**config.mk**
```make
export PLATFORM = sky130hd
export DESIGN_NAME = multicycle_main_control_flat
export DESIGN_NICKNAME = d
export VERILOG_FILES = /design/src/rtl/multicycle_main_control_if.sv /design/src/rtl/multicycle_main_control.sv /design/src/flat_wrapper.sv
export SDC_FILE = /design/constraint.sdc
export NUM_CORES = 1
export LEC_CHECK = 0
export BUFFER_PORTS_ARGS = -buffer_cell sky130_fd_sc_hd__clkbuf_2
export CELL_PAD_IN_SITES_DETAIL_PLACEMENT = 1
export CELL_PAD_IN_SITES_GLOBAL_PLACEMENT = 2
export CORE_ASPECT_RATIO = 1.75
export CORE_MARGIN = 2
export CORE_UTILIZATION = 31
export CTS_BUF_LIST = sky130_fd_sc_hd__clkbuf_4
export CTS_CLUSTER_DIAMETER = 150
export CTS_CLUSTER_SIZE = 8
export DETAILED_ROUTE_END_ITERATION = 8
export PLACE_DENSITY_LB_ADDON = 0.1
export SLEW_MARGIN = 15
export SYNTH_ARGS = -nofsm -noshare
export SYNTH_HDL_FRONTEND = slang
export SYNTH_SLANG_ARGS = --single-unit
```
**constraint.sdc**
```tcl
create_clock -name i_clk -period 2.1 [get_ports i_clk]
set_input_delay 0.42 -clock i_clk [delete_from_list [all_inputs] [get_ports i_clk]]
set_output_delay 0.42 -clock i_clk [all_outputs]
set_load 0.1 [all_outputs]
```
**src/rtl/multicycle_main_control_if.sv**
```systemverilog
// Control bundle between the multicycle main FSM and the datapath it steers.
interface multicycle_main_control_if #(
   parameter int unsigned COUNT_W = 32
);
   logic [6:0]         opcode;
   logic               mem_ready;
   logic               pc_write;
   logic               pc_write_cond;
   logic [1:0]         pc_source;
   logic               i_or_d;
   logic               mem_read;
   logic               mem_write;
   logic               ir_write;
   logic [1:0]         mem_to_reg;
   logic               reg_write;
   logic [1:0]         alu_src_a;
   logic [1:0]         alu_src_b;
   logic               alu_op0;
   logic               alu_op1;
   logic               illegal;
   logic [3:0]         state_out;
   logic [COUNT_W-1:0] instr_count;

   modport master (
      input  opcode, mem_ready,
      output pc_write, pc_write_cond, pc_source, i_or_d, mem_read, mem_write, ir_write,
             mem_to_reg, reg_write, alu_src_a, alu_src_b, alu_op0, alu_op1, illegal,
             state_out, instr_count
   );

   modport slave (
      output opcode, mem_ready,
      input  pc_write, pc_write_cond, pc_source, i_or_d, mem_read, mem_write, ir_write,
             mem_to_reg, reg_write, alu_src_a, alu_src_b, alu_op0, alu_op1, illegal,
             state_out, instr_count
   );
endinterface

```
**src/rtl/multicycle_main_control.sv**
```systemverilog
// Main control FSM for the multicycle RISC-V datapath, with mem_ready stalls and a
// retired-instruction counter.
module multicycle_main_control #(
   parameter int unsigned COUNT_W = 32
) (
   input logic                      i_clk,
   input logic                      i_rst,
   multicycle_main_control_if.master bus
);
   typedef enum logic [3:0] {
      StFetch    = 4'd0,
      StDecode   = 4'd1,
      StMemAddr  = 4'd2,
      StMemRead  = 4'd3,
      StMemWb    = 4'd4,
      StMemWrite = 4'd5,
      StExecR    = 4'd6,
      StExecI    = 4'd7,
      StAluWb    = 4'd8,
      StBranch   = 4'd9,
      StJal      = 4'd10,
      StTrap     = 4'd15
   } state_e;

   localparam logic [6:0] OpLoad   = 7'b0000011;
   localparam logic [6:0] OpStore  = 7'b0100011;
   localparam logic [6:0] OpRType  = 7'b0110011;
   localparam logic [6:0] OpIType  = 7'b0010011;
   localparam logic [6:0] OpBranch = 7'b1100011;
   localparam logic [6:0] OpJal    = 7'b1101111;

   state_e             r_state;
   logic [COUNT_W-1:0] r_count;

   always_ff @(posedge i_clk) begin
      if (i_rst) begin
         r_state <= StFetch;
         r_count <= '0;
      end else begin
         unique case (r_state)
            StFetch:    if (bus.mem_ready) r_state <= StDecode;
            StDecode: begin
               unique case (bus.opcode)
                  OpLoad, OpStore: r_state <= StMemAddr;
                  OpRType:         r_state <= StExecR;
                  OpIType:         r_state <= StExecI;
                  OpBranch:        r_state <= StBranch;
                  OpJal:           r_state <= StJal;
                  default:         r_state <= StTrap;
               endcase
            end
            StMemAddr:  r_state <= (bus.opcode == OpStore) ? StMemWrite : StMemRead;
            StMemRead:  if (bus.mem_ready) r_state <= StMemWb;
            StMemWrite: if (bus.mem_ready) r_state <= StFetch;
            StExecR, StExecI: r_state <= StAluWb;
            StMemWb, StAluWb, StBranch, StJal: r_state <= StFetch;
            StTrap:     r_state <= StTrap;
            default:    r_state <= StTrap;
         endcase
         // Every path from a retiring state back to FETCH counts one instruction.
         if ((r_state == StMemWb) || (r_state == StAluWb) || (r_state == StBranch) ||
             (r_state == StJal) || ((r_state == StMemWrite) && bus.mem_ready)) begin
            r_count <= r_count + 1'b1;
         end
      end
   end

   logic       w_pc_write;
   logic       w_pc_write_cond;
   logic [1:0] w_pc_source;
   logic       w_i_or_d;
   logic       w_mem_read;
   logic       w_mem_write;
   logic       w_ir_write;
   logic [1:0] w_mem_to_reg;
   logic       w_reg_write;
   logic [1:0] w_alu_src_a;
   logic [1:0] w_alu_src_b;
   logic [1:0] w_alu_op;
   logic       w_illegal;

   always_comb begin
      w_pc_write      = 1'b0;
      w_pc_write_cond = 1'b0;
      w_pc_source     = 2'b00;
      w_i_or_d        = 1'b0;
      w_mem_read      = 1'b0;
      w_mem_write     = 1'b0;
      w_ir_write      = 1'b0;
      w_mem_to_reg    = 2'b00;
      w_reg_write     = 1'b0;
      w_alu_src_a     = 2'b00;
      w_alu_src_b     = 2'b00;
      w_alu_op        = 2'b00;
      w_illegal       = 1'b0;
      unique case (r_state)
         StFetch: begin
            w_mem_read  = 1'b1;
            w_alu_src_b = 2'b01;
            w_ir_write  = bus.mem_ready;
            w_pc_write  = bus.mem_ready;
         end
         StDecode:   w_alu_src_b = 2'b11;
         StMemAddr: begin
            w_alu_src_a = 2'b01;
            w_alu_src_b = 2'b10;
         end
         StMemRead: begin
            w_mem_read = 1'b1;
            w_i_or_d   = 1'b1;
         end
         StMemWb: begin
            w_reg_write  = 1'b1;
            w_mem_to_reg = 2'b01;
         end
         StMemWrite: begin
            w_mem_write = 1'b1;
            w_i_or_d    = 1'b1;
         end
         StExecR: begin
            w_alu_src_a = 2'b01;
            w_alu_op    = 2'b10;
         end
         StExecI: begin
            w_alu_src_a = 2'b01;
            w_alu_src_b = 2'b10;
         end
         StAluWb:    w_reg_write = 1'b1;
         StBranch: begin
            w_alu_src_a     = 2'b01;
            w_alu_op        = 2'b01;
            w_pc_write_cond = 1'b1;
            w_pc_source     = 2'b01;
         end
         StJal: begin
            w_reg_write  = 1'b1;
            w_mem_to_reg = 2'b10;
            w_pc_write   = 1'b1;
            w_pc_source  = 2'b01;
         end
         StTrap:     w_illegal = 1'b1;
         default:    w_illegal = 1'b0;
      endcase
   end

   // Write strobes are gated by rst so an abandoned instruction never commits.
   assign bus.pc_write      = w_pc_write & ~i_rst;
   assign bus.pc_write_cond = w_pc_write_cond & ~i_rst;
   assign bus.ir_write      = w_ir_write & ~i_rst;
   assign bus.reg_write     = w_reg_write & ~i_rst;
   assign bus.mem_write     = w_mem_write & ~i_rst;
   assign bus.pc_source     = w_pc_source;
   assign bus.i_or_d        = w_i_or_d;
   assign bus.mem_read      = w_mem_read;
   assign bus.mem_to_reg    = w_mem_to_reg;
   assign bus.alu_src_a     = w_alu_src_a;
   assign bus.alu_src_b     = w_alu_src_b;
   assign bus.alu_op0       = w_alu_op[0];
   assign bus.alu_op1       = w_alu_op[1];
   assign bus.illegal       = w_illegal;
   assign bus.state_out     = r_state;
   assign bus.instr_count   = r_count;
endmodule

```
**src/flat_wrapper.sv**
```systemverilog
// flat-port wrapper written by rule: the top's interface ports become plain ports
module multicycle_main_control_flat 
#(
   parameter int unsigned COUNT_W = 32
)
  (i_clk, i_rst, bus_opcode, bus_mem_ready, bus_pc_write, bus_pc_write_cond, bus_pc_source, bus_i_or_d, bus_mem_read, bus_mem_write, bus_ir_write, bus_mem_to_reg, bus_reg_write, bus_alu_src_a, bus_alu_src_b, bus_alu_op0, bus_alu_op1, bus_illegal, bus_state_out, bus_instr_count);
  multicycle_main_control_if #(.COUNT_W(COUNT_W)) bus_i ();
  input logic i_clk;
  input logic i_rst;
  input wire logic [$bits(bus_i.opcode)-1:0] bus_opcode;
  input wire logic [$bits(bus_i.mem_ready)-1:0] bus_mem_ready;
  output wire logic [$bits(bus_i.pc_write)-1:0] bus_pc_write;
  output wire logic [$bits(bus_i.pc_write_cond)-1:0] bus_pc_write_cond;
  output wire logic [$bits(bus_i.pc_source)-1:0] bus_pc_source;
  output wire logic [$bits(bus_i.i_or_d)-1:0] bus_i_or_d;
  output wire logic [$bits(bus_i.mem_read)-1:0] bus_mem_read;
  output wire logic [$bits(bus_i.mem_write)-1:0] bus_mem_write;
  output wire logic [$bits(bus_i.ir_write)-1:0] bus_ir_write;
  output wire logic [$bits(bus_i.mem_to_reg)-1:0] bus_mem_to_reg;
  output wire logic [$bits(bus_i.reg_write)-1:0] bus_reg_write;
  output wire logic [$bits(bus_i.alu_src_a)-1:0] bus_alu_src_a;
  output wire logic [$bits(bus_i.alu_src_b)-1:0] bus_alu_src_b;
  output wire logic [$bits(bus_i.alu_op0)-1:0] bus_alu_op0;
  output wire logic [$bits(bus_i.alu_op1)-1:0] bus_alu_op1;
  output wire logic [$bits(bus_i.illegal)-1:0] bus_illegal;
  output wire logic [$bits(bus_i.state_out)-1:0] bus_state_out;
  output wire logic [$bits(bus_i.instr_count)-1:0] bus_instr_count;
  assign bus_i.opcode = bus_opcode;
  assign bus_i.mem_ready = bus_mem_ready;
  assign bus_pc_write = bus_i.pc_write;
  assign bus_pc_write_cond = bus_i.pc_write_cond;
  assign bus_pc_source = bus_i.pc_source;
  assign bus_i_or_d = bus_i.i_or_d;
  assign bus_mem_read = bus_i.mem_read;
  assign bus_mem_write = bus_i.mem_write;
  assign bus_ir_write = bus_i.ir_write;
  assign bus_mem_to_reg = bus_i.mem_to_reg;
  assign bus_reg_write = bus_i.reg_write;
  assign bus_alu_src_a = bus_i.alu_src_a;
  assign bus_alu_src_b = bus_i.alu_src_b;
  assign bus_alu_op0 = bus_i.alu_op0;
  assign bus_alu_op1 = bus_i.alu_op1;
  assign bus_illegal = bus_i.illegal;
  assign bus_state_out = bus_i.state_out;
  assign bus_instr_count = bus_i.instr_count;
  multicycle_main_control #(.COUNT_W(COUNT_W)) u_core (.i_clk(i_clk), .i_rst(i_rst), .bus(bus_i));
endmodule
```
==> key figures <==
Status
  – Outcome: finished, final reports clean

Final layout
  – Synthesis-to-layout area growth: 40.9%
  – Final Util: 45.2%
  – Number of antenna diodes: 0
  – Finished Cell Area: 0.00329 mm2
  – Share of cells above drive strength 1: 48.7%
  – Nets: 357

Setup path
  – Critical Path Start: u_core.bus.state_out[3]
  – Worst path max stage delay: 400 ps
  – R2R Path Start: u_core.bus.state_out[3]
  – Reg2reg path depth: 7
  – CP Cell Sequence: buf_4, o21a_4, nor3_4, buf_12
  – CP endpoint kind: output port
  – Worst setup path endpoint: bus_reg_write
  – CP startpoint kind: flop
  – CP delay by family, top: flip-flops
  – R2R Path End: u_core.bus.instr_count[16]
  – Crit path kind: reg2out
  – Slowest stage cell on the critical path: dfxtp_4
  – Worst-path fanout max: 10
  – Stages on worst setup path: 4
  – WP buf/inv: 2
  – Reg2reg setup slack: 190 ps
  – WP data arrival: 1620 ps
  – CP required: 1680 ps

STA
  – Final setup viols: 0
  – Fin. Hold Viols: 0
  – Post-layout min period: 2040 ps
  – Worst Max-Slew Pin Slew: 564 ps
  – Hold slack final: 505 ps
  – Max Slew Vio Count: 0
  – Slew HR: 62.5%
  – Clock skew: 8.02 ps
  – Fmax: 489 MHz
  – Fin crit share: 97.3%
  – RSZ-0062 raised after global routing: true
  – Worst Slack Setup Final: 56.8 ps

Synth
  – Unique masters post-synth: 48
  – Most frequent cell after synthesis: nor2_1
  – Cell accounting for the most synthesized area: dfxtp_1
  – Seq/Total Area, Yosys: 30.9%
  – Post-synth top area share: 30.9%
  – Mapped Cells: 278
  – Syn_area_per_cell: 8.40 um2
  – Yosys warning total: 0
  – Post-synth EDFFs: 0
  – Most frequent cells after synthesis: nor2_1, dfxtp_1, xnor2_1, nand2_1, a2111oi_2
  – Top_reg_cell synth: dfxtp_1
  – Cells taking the most area after synthesis: dfxtp_1, xnor2_1, a2111oi_2
  – Synth Register Bits: 36
  – Fraction of registers with async set or reset after synthesis: 0%
  – Post-Syn Area: 0.00234 mm2

Floorplan
  – Core area: 0.00728 mm2
  – Row cnt: 41
  – Num ports: 64
  – Die area: 0.00827 mm2
  – Initial Util: 32.1%
  – Die Ht: 119 um
  – Die X: 69.6 um

Power
  – Design Power: 3.50 mW
  – Leakage power: 1.15 nW
  – Power per cell area: 1060 mW/mm2
  – Peak supply drop: 402 uV

Clock network
  – Total CTS buffers: 5
  – Clk_lat worst skew: 360 ps
  – Clock Sinks: 36
  – CTS tree: done
  – Cts hold-fix bufs: 0
  – H-tree levels: 2
  – Clk root buf: clkbuf_4
  – Worst-path clk slew: 120 ps
  – CTS max path bufs: 2

Global routing
  – Largest net degree at the start of global routing: 33
  – GR Overflow Total: 0
  – Vias in the first global route: 2410
  – Global-route wire length before repair: 12000 um
  – Initial antenna violation count: 0
  – Global-route usage over all layers: 18.0%

Routing
  – Antenna-violating nets left: 0
  – Vias: 2340
  – Detailed Route Iter0 Violations: 60
  – Via density per instance: 5.40
  – Wire length per cell: 16.9 um
  – DRC Markers: 0
  – DRT Pass-1 Iters: 4
  – Final wirelength: 7320 um

Place
  – Area post-placement: 0.00314 mm2
  – Post-DP HPWL: 5470 um
  – Gpl congestion: 0.731
  – Port Buffers: 61
  – Place WS: 253 ps

Min path
  – Worst min path class: reg2reg

Job
  – Max-capacitance violation count: 0
==> tightest hold or removal path, delay by kind of cell, from the launching register on <==
| family | cells | cell delay [ps] |
|---|---|---|
| and+or+nand+nor | 1 | 70 |
| DFF | 1 | 360 |
| AOI/OAI and AO/OA | 1 | 50 |
==> flip-flops by register name, summed over array words and instances, names as in the netlist <==
| register | flops |
|---|---|
| u_core.bus.instr_count | 32 |
| u_core.bus.state_out | 4 |
==> area by class of cell <==
cell class	instances	area [um2]
Inverter	6	22.5
Clock inverter	3	13.8
Timing Repair Buffer	84	672
Sequential cell	36	764
Multi-Input combinational cell	213	1670
Tap cell	86	108
Fill cell	852	3990
Clock buffer	5	37.5
==> worst min path at each step <==
stage                                         start                         to  slack, ps  cells after the start
after floorplan                       bus_opcode[0]    u_core.bus.state_out[0]        680                      3
after CTS                                     i_rst    u_core.bus.state_out[3]        500                      2
after detailed placement  u_core.bus.instr_count[1]  u_core.bus.instr_count[1]        500                      2
final                     u_core.bus.instr_count[1]  u_core.bus.instr_count[1]        500                      2
after global routing                          i_rst    u_core.bus.state_out[3]        510                      2
after global placement    u_core.bus.instr_count[1]  u_core.bus.instr_count[1]        490                      2
==> layout by cell type (no fill, tap or decap), types with 4 or more instances in the layout <==
| cell | Yosys | layout |
|---|---|---|
| clkbuf_2 | 0 | 45 |
| nor2_1 | 42 | 36 |
| xnor2_1 | 29 | 29 |
| buf_4 | 4 | 26 |
| dfxtp_2 | 0 | 23 |
| nand2_1 | 19 | 16 |
| a2111oi_2 | 14 | 14 |
| buf_12 | 0 | 12 |
| nand3_1 | 11 | 11 |
| nand2b_1 | 10 | 9 |
| nand4_1 | 9 | 9 |
| dfxtp_1 | 36 | 9 |
| a21oi_1 | 9 | 7 |
| nor2_4 | 0 | 6 |
| nor3_4 | 0 | 6 |
| and4_1 | 6 | 6 |
| inv_1 | 6 | 6 |
| a211oi_2 | 6 | 6 |
| a211oi_1 | 5 | 5 |
| clkbuf_4 | 0 | 5 |
| nor3_1 | 10 | 4 |
| dfxtp_4 | 0 | 4 |
==> routing by layer <==
| metal | GRT usage, % | vias to the layer above | wire length (um) |
|---|---|---|---|
| met2 | 34.9 | 40 | 4290 |
| li1 | - | 1127 | - |
| met1 | 18.9 | 1162 | 2640 |
| met3 | 3.05 | 11 | 212 |
| met4 | 6.97 | 0 | 180 |
| met5 | 0 | - | 0 |
==> cell families (layout without fill, tap and decap cells) <==
logic type	after synthesis	count (layout)	synth area share [%]
XOR/XNOR	29	29	10.9
buffers and inverters	30	98	6.16
multiplexers	1	1	0.429
AO/OA/AOI/OAI	58	58	24.5
flip-flops	36	36	30.9
other	1	2	0.161
adder cells (fa/ha/maj)	1	1	0.536
AND/OR/NAND/NOR	122	122	26.5
==> metrics by stage <==
step | instances | setup TNS [ps]
3_5_place_dp | 416 | 0
4_1_cts | 431 | 0
6_report | 433 | 0
5_1_grt | 433 | -17.6
3_3_place_gp | 416 | 0
2_1_floorplan | 279 | -1160
==> report_power, final <==
group / leakage (nW) / internal (mW) / switching (mW)
combinational: 0.817 / 0.720 / 1.56
sequential: 0.305 / 0.737 / 0.0953
clock: 0.0324 / 0.123 / 0.261
==> repair_timing <==
item                                    in CTS  in global routing
gates resized for setup                      3                  4
endpoints found under the setup margin       4                  5
buffers inserted                             7                  2
pin swaps                                    1                  1
(Power assumes the default switching activity.)
